### config.mk
export PLATFORM = sky130hd
export DESIGN_NAME = keypad_ctrl
export DESIGN_NICKNAME = d
export VERILOG_FILES = /design/src/rtl/keypad_ctrl.sv
export SDC_FILE = /design/constraint.sdc
export NUM_CORES = 1
export LEC_CHECK = 0
export ABC_CLOCK_PERIOD_IN_PS = 4700
export BUFFER_PORTS_ARGS = -buffer_cell sky130_fd_sc_hd__buf_2
export CORE_MARGIN = 8
export CORE_UTILIZATION = 55
export DETAILED_ROUTE_END_ITERATION = 6
export GPL_ROUTABILITY_DRIVEN = 0
export PLACE_DENSITY = 0.85
export SETUP_SLACK_MARGIN = 0.1
export SLEW_MARGIN = 0
export SYNTH_ARGS = -nofsm -noshare
export SYNTH_HDL_FRONTEND = slang
export SYNTH_SLANG_ARGS = --single-unit
### constraint.sdc
create_clock -name clk -period 4.7 [get_ports clk]
set_input_delay 0.47 -clock clk [delete_from_list [all_inputs] [get_ports clk]]
set_output_delay 0.47 -clock clk [all_outputs]
set_load 0.05 [all_outputs]
### src/rtl/keypad_ctrl.sv
// Keypad front end for a 3x3 O/X classifier: debounced key acceptance, grid editing, MLP handshake with timeout.
// Latency: 2-cycle input sync, key acts 1 cycle after acceptance; no backpressure, keys arriving while busy are consumed.
module keypad_ctrl #(
    parameter int RELEASE_CYCLES = 25000,
    parameter int TIMEOUT_CYCLES = 1000000
) (
    input  logic        clk,
    input  logic        rst,
    input  logic [11:0] key_code,
    input  logic        key_valid,
    input  logic        mlp_done,
    input  logic [1:0]  mlp_result,
    output logic [8:0]  grid,
    output logic        mlp_start,
    output logic        busy,
    output logic [1:0]  result,
    output logic        result_valid,
    output logic        timeout_err,
    output logic        key_pulse
);

    localparam int RW = $clog2(RELEASE_CYCLES + 1);
    localparam int TW = $clog2(TIMEOUT_CYCLES + 1);
    localparam logic [RW-1:0] REL_MAX = RW'(RELEASE_CYCLES);
    localparam logic [TW-1:0] TO_MAX  = TW'(TIMEOUT_CYCLES);

    typedef enum logic [1:0] {
        EDIT  = 2'd0,
        START = 2'd1,
        BUSY  = 2'd2,
        SHOW  = 2'd3
    } state_t;

    state_t        state, state_n;
    logic          kv_meta, kv_sync;
    logic [11:0]   kc_meta, kc_sync;
    logic [RW-1:0] rel_cnt;
    logic          armed;
    logic          key_accept;
    logic [TW-1:0] to_cnt, to_cnt_n;
    logic [8:0]    grid_n;
    logic [1:0]    result_n;
    logic          result_valid_n, timeout_err_n;

    always_ff @(posedge clk or negedge rst) begin
        if (!rst) begin
            kv_meta <= 1'b0;
            kv_sync <= 1'b0;
            kc_meta <= '0;
            kc_sync <= '0;
        end else begin
            kv_meta <= key_valid;
            kv_sync <= kv_meta;
            kc_meta <= key_code;
            kc_sync <= kc_meta;
        end
    end

    // Malformed codes (zero or several bits) never consume the arm.
    assign key_accept = armed && kv_sync && $onehot(kc_sync);
    assign key_pulse  = key_accept;

    always_ff @(posedge clk or negedge rst) begin
        if (!rst) begin
            rel_cnt <= '0;
            armed   <= 1'b1;
        end else begin
            if (kv_sync)
                rel_cnt <= '0;
            else if (rel_cnt != REL_MAX)
                rel_cnt <= rel_cnt + 1'b1;

            if (key_accept)
                armed <= 1'b0;
            else if (rel_cnt == REL_MAX)
                armed <= 1'b1;
        end
    end

    always_ff @(posedge clk or negedge rst) begin
        if (!rst) begin
            state        <= EDIT;
            grid         <= '0;
            result       <= 2'b00;
            result_valid <= 1'b0;
            timeout_err  <= 1'b0;
            to_cnt       <= '0;
        end else begin
            state        <= state_n;
            grid         <= grid_n;
            result       <= result_n;
            result_valid <= result_valid_n;
            timeout_err  <= timeout_err_n;
            to_cnt       <= to_cnt_n;
        end
    end

    always_comb begin
        state_n        = state;
        grid_n         = grid;
        result_n       = result;
        result_valid_n = result_valid;
        timeout_err_n  = timeout_err;
        to_cnt_n       = to_cnt;
        mlp_start      = 1'b0;
        busy           = 1'b0;

        case (state)
            EDIT, SHOW: begin
                if (key_accept) begin
                    // Any key dismisses a shown result before acting as an edit key.
                    if (state == SHOW) begin
                        result_valid_n = 1'b0;
                        timeout_err_n  = 1'b0;
                        state_n        = EDIT;
                    end
                    if (kc_sync[11]) begin
                        state_n        = START;
                        result_valid_n = 1'b0;
                        timeout_err_n  = 1'b0;
                    end else if (kc_sync[10]) begin
                        result_valid_n = 1'b0;
                        timeout_err_n  = 1'b0;
                    end else if (kc_sync[9]) begin
                        grid_n = '0;
                    end else begin
                        grid_n = grid ^ kc_sync[8:0];
                    end
                end
            end
            START: begin
                mlp_start      = 1'b1;
                busy           = 1'b1;
                result_valid_n = 1'b0;
                timeout_err_n  = 1'b0;
                to_cnt_n       = '0;
                state_n        = BUSY;
            end
            BUSY: begin
                busy = 1'b1;
                // A completion in the expiry cycle still counts as success.
                if (mlp_done) begin
                    result_n       = mlp_result;
                    result_valid_n = 1'b1;
                    state_n        = SHOW;
                end else if (to_cnt == TO_MAX) begin
                    timeout_err_n = 1'b1;
                    state_n       = SHOW;
                end else begin
                    to_cnt_n = to_cnt + 1'b1;
                end
            end
            default: state_n = EDIT;
        endcase
    end

endmodule

==> impl_metrics.yaml <==
outcome:
  status: "complete, no violations"
logic_synthesis:
  synthDistinctLibCells: 59
  yosysSeqAreaShare_pct: 49.4
  netlist_instances: 371
  ys_ff_latch: 77
  synth_top_area_share_pct: 48.7
  syn_area_per_cell_um2: 10.5
  yosysTopAreaCell: "dfrtp_1"
  synth.cell_area_um2: 3900
  synth_edf_count: 0
  synthArstFlopShare_pct: 100
  synth_area_leaders: "dfrtp_1 (49%), ha_1 (3.8%), nor2_1 (3.7%)"
  ys_warn_count: 0
  synthFlopType: "dfrtp_1"
  synth_nets: 408
layout:
  antenna_cells: 0
  final_cell_mix: "dfrtp_1 (76), nor2_1 (36), buf_2 (31)"
  final_area_um2: 4470
  nets: 451
  areaGrowthSynthToFinish_pct: 14.6
  final_common_cell: "dfrtp_1"
  drive_gt1_share_pct: 19.8
  fill_cells: 513
clocking:
  postCtsHoldBufs: 0
  clock_latency_ps: 360
  clkTransAtPathRegs_ps: 90
  clock_sink_count: 77
  cts-root-buf: "clkbuf_8"
  cts_max_level: 3
  cts_made_buffers: 9
  cts_tree: "yes"
  ctsLongestPathBuffers: 2
critical_path:
  setup.worst_path.start: "kc_sync[5]"
  r2r_slack_ps: 230
  crit-reg2reg-launch: "kc_sync[5]"
  critPathLaunchType: "flip-flop"
  critPathSlowestCell: "fa_1"
  criticalPathCategory: "flip-flop to primary output"
  worstPathCellList: "fa_1, fa_1, inv_1, fa_1, fa_1, inv_2, ha_4, inv_2, fa_1, and4b_1, nand2_2, nor2_4, buf_8"
  critical_path.most_common_cell: "fa_1"
  cp_max_fo: 2
  end_kind: "primary output"
  required_ps: 4230
  cp.arrival_ps: 4190
  cpPeakStageDelay_ps: 520
route:
  drc: 0
  via_per_inst: 5.93
  wl_per_cell_um: 16.6
  totalWireLength_mm: 8.55
  ant_nets: 0
  first_pass_iters: 5
  vias: 3053
  first_iter_violations: 163
sta:
  grt_setup_unrepaired: "yes"
  hold_viol: 0
  finalCritPeriodShare_pct: 99.1
  period_minus_slack_ps: 4660
  worstMarginPinSlew_ps: 939
  drv_slew: 0
  fin_hold_ws_ps: 200
  max-slew-margin-rel_pct: 37.4
  fin_skew_ps: 8.61
  max_freq_ghz: 0.215
  setup_viol: 0
power_and_ir_drop:
  sw_frac_of_total_pct: 37.3
  p_sw_w: 0.000660
  pwr_density_cell_nw_per_um2: 396
  p_seq_share_pct: 43.7
  p_leak_nw: 2.04
  ir_worst_vdd_mv: 0.330
  finalPower_w: 0.00177
  pwr-share-clk_pct: 27.8
  p_int_w: 0.00111
  pwr-share-comb_pct: 28.5
grt:
  grt_overflow_total: 0
  antenna_found_initial: 0
  grt_use_total_pct: 17.4
  grt_max_degree: 78
  grt_pass1_vias: 2951
  grt_pass1_wl_mm: 14.0
floorplanning:
  start_util_pct: 57.1
  fp.dieW_um: 100
  num_io_pins: 34
  die_h_um: 100
  die-area_um2: 10000
  core_region_area_um2: 6830
  rows: 30
hold_path:
  hold_path.startpoint: "key_code[6]"
  hold_path_class: "input pin to flip-flop"
placement:
  io_buffers: 33
  dp_hpwl_mm: 5.67
  placed_area_um2: 4160
flow_run:
  drv_cap: 0
-- cell families (layout without fill, tap and decap cells) --
kind of cell	Yosys count	after routing	synth area share, %
adder cells (fa/ha/maj)	19	19	7.44
buffers and inverters	37	85	3.85
flip-flops	77	77	49.4
AND/OR/NAND/NOR	162	162	23.6
AO/OA/AOI/OAI	54	54	10.5
XOR/XNOR	16	16	3.59
multiplexers	6	6	1.64
-- state kept, by name (all words and copies together), names as in the netlist --
register and count:
to_cnt 20, kv_meta 1, rel_cnt 15, state 2, timeout_err 1, result_valid 1, armed 1, kv_sync 1
kc_sync 12, result 2, kc_meta 12, grid 9
-- worst max-delay path: cells and delay by family, from the launching register on --
family / cells / cell delay, ps
adders and majority gates: 6 / 2570
and+or+nand+nor: 3 / 480
DFF: 1 / 420
buffers and inverters: 4 / 350
-- Yosys cell counts (all sizes together), types with 2 or more instances --
cell type	number
nand2b	3
nand3b	2
nor4b	4
mux2	3
inv	24
mux2i	3
fa	7
o31ai	4
a211o	8
or4	4
nor2	38
o21a	3
and2	3
buf	3
nor3	15
a31oi	3
and3	3
dfrtp	76
ha	12
o211a	2
and4	5
nand3	18
o41ai	2
o21ai	9
a31o	2
xor2	11
clkbuf	10
nor4	7
nand4	11
nor3b	9
a21oi	13
nand2	21
nor2b	2
xnor2	5
or3	9
nand4bb	2
a2bb2oi	2
-- metrics by stage --
stage / setup TNS, ps / std cells / utilization (%) / setup WS [ps]
final: 0 / 515 / 65.4 / 40.4
after CTS: 0 / 513 / 64.8 / 17.7
after detailed placement: 0 / 491 / 60.9 / 129
after global placement: 0 / 491 / 60.9 / 300
after global routing: -86.4 / 515 / 65.4 / -86.4
after floorplan: 0 / 371 / - / 233
-- metal layers --
layer	up-vias	share of wire [%]	track usage, %	wire length (µm)
li1	1413	-	-	-
met1	1512	44	22.0	3760
met2	116	49	27.9	4180
met3	12	5.8	5.19	499
met4	0	1.3	5.35	112
met5	-	0	0	0
-- power by group through the flow --
stage	Sequential (W)	Combinational (W)	Clock, W
after floorplan	0.000818	0.000292	0
after global placement	0.000783	0.000435	0
after detailed placement	0.000786	0.000457	0
after CTS	0.000773	0.000472	0.000498
after global routing	0.000783	0.000555	0.000533
final	0.000774	0.000504	0.000492
-- final timing paths --
kind                       cells after the start           to
min in group asynchronous                      1   to_cnt[17]
setup reg to reg                              14     state[1]
hold reg to reg                                0  kc_sync[11]
setup / recovery                              13    key_pulse
max in group asynchronous                      1  kc_meta[11]
hold / removal                                 1   kc_meta[6]
-- layout make-up --
| class | count | area, µm² | share of cell area, % |
|---|---|---|---|
| Sequential cell | 77 | 1930 | 43.1 |
| Inverter | 24 | 90.1 | 2.02 |
| Clock buffer | 9 | 124 | 2.77 |
| Timing Repair Buffer | 45 | 268 | 5.99 |
| Tap cell | 96 | 120 | 2.69 |
| Clock inverter | 7 | 71.3 | 1.60 |
| Multi-Input combinational cell | 257 | 1870 | 41.8 |
-- repair_timing --
action / in CTS / in global routing
setup endpoints to repair: 1 / 9
buffers inserted: 6 / 2
resized for setup: 7 / 6
pin swaps: 3 / 1
hold endpoints to repair: 0 / 0
(Power assumes the default switching activity.)
